--- config.mk ---
export PLATFORM = sky130hd
export DESIGN_NAME = mr_operand_mul
export DESIGN_NICKNAME = d
export VERILOG_FILES = /design/src/rtl/mr_operand_mul.sv
export SDC_FILE = /design/constraint.sdc
export NUM_CORES = 1
export LEC_CHECK = 0
export CORE_MARGIN = 2
export CORE_UTILIZATION = 45
export DETAILED_ROUTE_END_ITERATION = 8
export SETUP_SLACK_MARGIN = 0.1
export SLEW_MARGIN = 15
export SYNTH_ARGS = -nofsm -noshare
export SYNTH_HDL_FRONTEND = slang
export SYNTH_SLANG_ARGS = --single-unit
--- constraint.sdc ---
create_clock -name clk -period 6.55 [get_ports clk]
set_clock_uncertainty 0.05 [all_clocks]
set_input_delay 1.31 -clock clk [delete_from_list [all_inputs] [get_ports clk]]
set_output_delay 1.31 -clock clk [all_outputs]
set_load 0.02 [all_outputs]
--- src/rtl/mr_operand_mul.sv ---
// mr_operand_mul
//   Producer front end of the modular-reduction unit. It accepts coefficient
//   pairs tagged with a Kyber/Dilithium mode. Each operand is masked to the
//   mode's coefficient width, and the full-width unsigned product d = a * b is
//   delivered through a 2-stage valid/ready pipeline (S1: masked operands,
//   S2: product).
//
//   Optional feature macro: MRMUL_RANGE_CHK_EN
//     When defined, S1 flags operands that are >= q for the tagged mode. In
//     Kyber mode, any nonzero bit above the 12-bit coefficient also sets the
//     flag. The flag travels with the product to out_err, and the product
//     itself is unchanged. When the macro is undefined, out_err and its
//     pipeline bits do not exist.
//
// Ports
//   clk        rising-edge clock
//   rst        synchronous, active-high reset
//   in_valid   operand pair valid
//   in_ready   pipeline can take a pair this cycle (combinational from out_ready)
//   in_mode    0: Kyber (q=3329), 1: Dilithium (q=8380417)
//   in_a/in_b  operands, AW bits
//   out_valid  product valid
//   out_ready  downstream accepts
//   out_mode   mode tag travelling with the product
//   out_d      product, DW bits
//   out_err    operand range violation (MRMUL_RANGE_CHK_EN only)

module mr_operand_mul #(
    parameter int DW = 46,
    parameter int AW = 23
) (
    input  logic          clk,
    input  logic          rst,
    input  logic          in_valid,
    output logic          in_ready,
    input  logic          in_mode,
    input  logic [AW-1:0] in_a,
    input  logic [AW-1:0] in_b,
    output logic          out_valid,
    input  logic          out_ready,
    output logic          out_mode,
    output logic [DW-1:0] out_d
`ifdef MRMUL_RANGE_CHK_EN
    ,
    output logic          out_err
`endif
);

    // Kyber coefficients are 12 bits wide.
    localparam int KW = 12;

    // Handshake / advance controls
    logic          w_s2_adv;
    logic          w_s1_adv;
    logic          w_acc;

    // Masked operands
    logic [AW-1:0] w_a;
    logic [AW-1:0] w_b;
    logic [DW-1:0] w_prod;

    // Stage 1: masked operands + mode
    logic          r_s1_v;
    logic          r_s1_mode;
    logic [AW-1:0] r_s1_a;
    logic [AW-1:0] r_s1_b;

    // Stage 2: product + mode
    logic          r_s2_v;
    logic          r_s2_mode;
    logic [DW-1:0] r_s2_d;

    // S2 can take new data when it is empty or is being drained this cycle.
    // S1 moves forward only when it holds something and S2 moves.
    // in_ready therefore depends combinationally on out_ready, so a full
    // pipeline keeps running at one pair per cycle.
    always_comb begin
        w_s2_adv = !r_s2_v || out_ready;
        w_s1_adv = r_s1_v && w_s2_adv;
        in_ready = !r_s1_v || w_s1_adv;
        w_acc    = in_valid && in_ready;
    end

    // Kyber mode zero-extends the low 12 bits. Dilithium uses all AW bits.
    always_comb begin
        w_a = in_mode ? in_a : {{(AW-KW){1'b0}}, in_a[KW-1:0]};
        w_b = in_mode ? in_b : {{(AW-KW){1'b0}}, in_b[KW-1:0]};
    end

`ifdef MRMUL_RANGE_CHK_EN
    localparam logic [AW-1:0] Q_KYBER = AW'(3329);
    localparam logic [AW-1:0] Q_DIL   = AW'(8380417);

    logic          w_err;
    logic [AW-1:0] w_q;
    logic          r_s1_err;
    logic          r_s2_err;

    // Bits that Kyber masking throws away still count as a range violation.
    always_comb begin
        w_q   = in_mode ? Q_DIL : Q_KYBER;
        w_err = (w_a >= w_q) || (w_b >= w_q) ||
                (!in_mode && ((|in_a[AW-1:KW]) || (|in_b[AW-1:KW])));
    end
`endif

    // Stage 1
    always_ff @(posedge clk) begin
        if (rst) begin
            r_s1_v    <= 1'b0;
            r_s1_mode <= 1'b0;
            r_s1_a    <= '0;
            r_s1_b    <= '0;
`ifdef MRMUL_RANGE_CHK_EN
            r_s1_err  <= 1'b0;
`endif
        end else begin
            if (w_acc) begin
                r_s1_v    <= 1'b1;
                r_s1_mode <= in_mode;
                r_s1_a    <= w_a;
                r_s1_b    <= w_b;
`ifdef MRMUL_RANGE_CHK_EN
                r_s1_err  <= w_err;
`endif
            end else if (w_s1_adv) begin
                r_s1_v    <= 1'b0;
            end
        end
    end

    // Full-width unsigned product of the registered operands
    assign w_prod = DW'(r_s1_a) * DW'(r_s1_b);

    // Stage 2. Data is loaded only when S1 hands something over, so a stalled
    // or emptied stage keeps its last bits.
    always_ff @(posedge clk) begin
        if (rst) begin
            r_s2_v    <= 1'b0;
            r_s2_mode <= 1'b0;
            r_s2_d    <= '0;
`ifdef MRMUL_RANGE_CHK_EN
            r_s2_err  <= 1'b0;
`endif
        end else if (w_s2_adv) begin
            r_s2_v <= r_s1_v;
            if (r_s1_v) begin
                r_s2_mode <= r_s1_mode;
                r_s2_d    <= w_prod;
`ifdef MRMUL_RANGE_CHK_EN
                r_s2_err  <= r_s1_err;
`endif
            end
        end
    end

    assign out_valid = r_s2_v;
    assign out_mode  = r_s2_mode;
    assign out_d     = r_s2_d;
`ifdef MRMUL_RANGE_CHK_EN
    assign out_err   = r_s2_err;
`endif

endmodule

# Word level (Yosys, flattened, before mapping)
# Cells that the tools add are included.
[word_totals]
ff_bits = 96
latch_bits = 0
ram_bits = 0
romBits = 0
in_bits = 51
wordCells = 20
memories = 0
[classes]
add_sub_neg = 0
n_mul = 1
n_div = 0
magnitude_cmp = 0
n_eq_ne = 0
shift = 0
mux = 4
n_bitwise = 0
reduce_logical = 8
[op_table]
columns = ["op", "n"]
rows = [
  ["multiplier 23 x 23 -> 46 bit", 1],
  ["two-way mux 23 bit", 2],
  ["logical AND 1 bit", 2],
  ["logical NOT 1 bit", 2],
  ["logical OR 1 bit", 2],
  ["two-way mux 1 bit", 2],
  ["AND reduction 2 bit", 1],
  ["nonzero test 2 bit", 1],
]

# Logic depth before layout (Yosys ltp)
[logic_depth]
ltp_word = 6
depth_mapped = 27
mapped_depth_nobuf = 25

# Worst setup path before layout
# Ideal clock, no wire load.
[synth_path]
path_kind = "flip-flop to flip-flop"
startpoint = "reg r_s1_b[8]"
endpoint = "reg r_s2_d[43], in the netlist out_d[43]"
arrival_time_ps = 6470
setup_slack_ps = -31
path_stages_with_launch = 26
path_buffers = 2
period_less_slack_ps = 6581
cell_sequence = "dfxtp_1 -> clkbuf_1 -> nand2_1 -> fa_1 -> fa_1 -> inv_1 -> fa_1 -> inv_1 -> fa_1 -> inv_1 -> fa_1 -> fa_1 -> inv_1 -> fa_1 -> inv_1 -> ha_1 -> buf_2 -> a21oi_2 -> o21a_1 -> o221ai_2 -> a221o_1 -> a31oi_4 -> o21a_4 -> o21ai_2 -> or4b_1 -> nand3_1"
[synth_between]
elab_chain_len = 1
[synth_rtl]
columns = ["item", "line", "text"]
rows = [
  ["from (decl)", "66", "logic [AW-1:0] r_s1_b;"],
  ["from (signal assigned)", "122", "r_s1_b <= w_b;"],
  ["multiplier 23 x 23 -> 46 bit", "133", "assign w_prod = DW'(r_s1_a) * DW'(r_s1_b);"],
  ["to (signal assigned)", "149", "r_s2_d <= w_prod;"],
  ["to (decl)", "71", "logic [DW-1:0] r_s2_d;"],
]
# No other way between the ends.
# A chain may end at the register's enable or synchronous reset.

# Final worst setup path
[layout_path]
startpoint = "reg r_s1_b[17]"
endpoint = "reg r_s2_d[43], in the netlist out_d[43]"
# Same word-level chain as after synthesis.

==> flow_summary.ini <==
[status]
outcome = finished with violations
violations = negative setup slack

[die]
pin_count = 100
start_util_pct = 45.3
row_count = 79
die-height_um = 220
dieWidth_um = 220
dieArea_um2 = 48300
core-area_um2 = 46300

[timing]
min_period_over_period_pct = 101
max_slew_margin_pct = 25.8
worst_slew_pin_slew_ps = 1110
rsz0062_at_grt = true
max_freq_mhz = 151
setup_viol = 4
min_period_ps = 6620
slew_viol_final = 0
fin_ws_ps = -68.1
hold_viol = 0

[routing]
avgViaCountPerCell = 5.14
via_count = 17000
wl_per_cell_um = 18.7
drc_errors = 0
ant_nets = 0
first_pass_iters = 7
drt_iter0_markers = 1112
drt_wl_total_um = 62000

[finish]
drive_above_1_share_pct = 18.5
final_nets = 3358
diodes = 0
post-route-util_pct = 56.7
syn_to_final_growth_pct = 25.1

[synth]
synth-edff-count = 0
syn_area_per_cell_um2 = 8.62
async_reset_ff_share_pct = 0
synth-seq-cells = 96
yosysSeqAreaShare_pct = 9.16
postSynthCellCount = 2432
synth.area.mux_share_pct = 0.0477
yosys.area_share.simple_pct = 18.6
synthDistinctLibCells = 65
synth-compound-area-share_pct = 6.90
synth_top_family_by_area = adder cells
syn_area_um2 = 21000
syn-num-nets = 3093
synthAdderAreaFrac_pct = 52.1
ys.flop_type = dfxtp_1
synth-warning-count = 0
synth-xor-area-share_pct = 1.50

[grt]
grt_pass1_vias = 17900
grt.overflow.total = 0
grt_pass1_wl_um = 97800
grt_max_degree = 63
track_usage_pct = 26.2
antenna_found_initial = 0

[power]
p_leak_nw = 12.3
power.total_mw = 2.35
peakVddDrop_mv = 0.117
powerDensity_nw_per_um2 = 89.4

[placement]
pre_cts_ws_ps = -492
hpwl_um = 50000
gp_congestion = 0.907
io_buffers = 99

[clocking]
cts_tree = done
clock_sinks = 96
ctsHoldBuffers = 0
clk_pin_slew_ps = 80
clk_path_buf_depth = 2
cts_buffers = 9
insertion_delay_ps = 360
cts_root_buf = clkbuf_16
h-tree-depth = 3

[setup_path]
r2r-end = out_d[43]
crit_chain = buf_12 > and2_4 > fa_1 > inv_1 > fa_1 > inv_1 > fa_1 > fa_1 > fa_2 > fa_1 > inv_1 > fa_1 > inv_2 > ha_4 > buf_4 > a21oi_4 > o221ai_2 > a221o_1 > a31oi_4 > o21a_4 > o21ai_2 > or4b_1 > nand3_1
critPathMaxFanout = 11
required_ps = 6800
crit_top_cell = fa_1
critPathArrivalTime_ps = 6870
reg2reg_slack_ps = -70
critical_path_class = register to register
critPathSlowestCell = fa_1
cp-startpoint = r_s1_b[17]
worst_setup_path_start_kind = register
crit_path_end = out_d[43]
r2r-start = r_s1_b[17]
reg2reg_depth = 23
max_stage_delay_ps = 580
endpoint_kind = register

[run]
max_cap_viol_count = 0

[hold_path]
hp-class = register to register
==> power breakdown <==
part / leakage [nW] / internal (mW) / total (mW) / switching, mW
logic: 11.4 / 0.493 / 1.09 / 0.596
clock network: 0.158 / 0.318 / 0.606 / 0.288
registers: 0.801 / 0.608 / 0.650 / 0.0417
==> worst min-delay path by stage <==
stage | from | endpoint | cells after the start
6_report | out_d[16] | out_d[16] | 2
5_1_grt | out_d[18] | out_d[18] | 2
4_1_cts | out_d[16] | out_d[16] | 2
3_5_place_dp | out_d[16] | out_d[16] | 2
3_3_place_gp | out_d[0] | out_d[0] | 2
2_1_floorplan | r_s1_mode | out_mode | 2
==> layout by cell type, fill, tap and decap left out, types with 22 or more instances in the layout <==
cell             instances
nand3_1                 34
ha_1                   148
fa_1                   417
clkdlybuf4s50_1         98
nor2_1                  26
and2_1                 239
dfxtp_1                 65
buf_4                  236
nand2_1                439
ha_4                    22
buf_12                  29
a21oi_1                 98
buf_6                   23
inv_1                  492
==> flip-flops by register name, indices dropped and copies added, names as in the netlist <==
| register | cells |
|---|---|
| out_d | 46 |
| r_s1_a | 23 |
| r_s1_b | 23 |
| out_mode | 1 |
| out_valid | 1 |
| r_s1_mode | 1 |
| r_s1_v | 1 |
==> area by class of cell <==
| class | count | area, µm² |
|---|---|---|
| fill | 4138 | 20000 |
| multi-input combinational | 1690 | 17500 |
| timing repair buffer | 394 | 3740 |
| sequential | 96 | 2010 |
| inverter | 506 | 1900 |
| tap | 607 | 759 |
| clock buffer | 10 | 239 |
| clock inverter | 6 | 83.8 |
==> metal layers <==
layer / vias up / global-route usage [%] / routed length, µm
met4: 0 / 5.37 / 1200
met2: 540 / 42.4 / 29100
met5: - / 0 / 0
li1: 7778 / - / -
met3: 77 / 4.42 / 4070
met1: 8628 / 37.2 / 27700
==> Yosys cell counts, types with 2 or more instances <==
| master | number | area (µm²) |
|---|---|---|
| or4_1 | 2 | 15.0 |
| a311oi_2 | 2 | 30.0 |
| and4_1 | 2 | 17.5 |
| o21ai_0 | 17 | 85.1 |
| a21oi_1 | 119 | 596 |
| a21oi_2 | 3 | 26.3 |
| and2_1 | 248 | 1550 |
| and3_1 | 2 | 12.5 |
| inv_1 | 506 | 1900 |
| o21bai_1 | 5 | 37.5 |
| ha_1 | 172 | 2150 |
| clkbuf_1 | 128 | 480 |
| a31o_2 | 2 | 17.5 |
| nor2_1 | 32 | 120 |
| a41oi_2 | 2 | 32.5 |
| o21a_1 | 6 | 45.0 |
| nand4_1 | 14 | 87.6 |
| a31oi_1 | 6 | 37.5 |
| fa_1 | 438 | 8770 |
| buf_1 | 5 | 18.8 |
| nand2b_1 | 6 | 37.5 |
| nand2_1 | 445 | 1670 |
| a211oi_1 | 5 | 37.5 |
| a21o_1 | 20 | 150 |
| nor3b_1 | 2 | 15.0 |
| a31o_1 | 2 | 17.5 |
| o31ai_1 | 3 | 22.5 |
| a211o_1 | 5 | 43.8 |
| xor2_1 | 10 | 87.6 |
| o21ai_2 | 2 | 17.5 |
| o211ai_1 | 3 | 22.5 |
| dfxtp_1 | 96 | 1920 |
| nand3_1 | 36 | 180 |
| nor2b_1 | 4 | 25.0 |
| nor3_1 | 8 | 40.0 |
| xnor2_1 | 26 | 228 |
| o31ai_2 | 2 | 25.0 |
| buf_2 | 5 | 25.0 |
| buf_6 | 2 | 22.5 |
| nand3b_1 | 7 | 52.6 |
| o21ai_1 | 7 | 35.0 |
| a221oi_1 | 2 | 17.5 |
==> critical path: cells and delay by family, from the launching register on <==
| family | cells | cell delay, ps |
|---|---|---|
| compound gates | 6 | 1070 |
| simple gates | 3 | 710 |
| buf+inv | 6 | 490 |
| flops | 1 | 360 |
| fa+ha+maj | 8 | 3840 |
==> cells by family (layout without fill, tap and decap cells) <==
kind of cell | count (synthesis) | after routing
fa+ha+maj | 610 | 610
xor+xnor | 36 | 36
mux | 1 | 1
compound gates | 225 | 225
simple gates | 818 | 818
buf+inv | 646 | 916
flops | 96 | 96
==> per-stage QoR <==
step                std cells  hold WS [ps]  instance area, µm²  TNS [ps]
floorplan                2432           382               21000         0
global placement         3231           388               24200     -4660
detailed placement       3231           394               24200     -6070
CTS                      3273           405               25400         0
global route             3309           425               26200     -2060
finish                   3309           404               26200      -212
==> repair_timing <==
action                                  CTS  global route
endpoints found under the setup margin   29            27
buffers inserted                         26            33
pin swaps                                51            85
gates resized for setup                 145           120
cloned                                    0             3
hold endpoints to repair                  0             0
No activity file was read; power rests on OpenSTA's default activity.
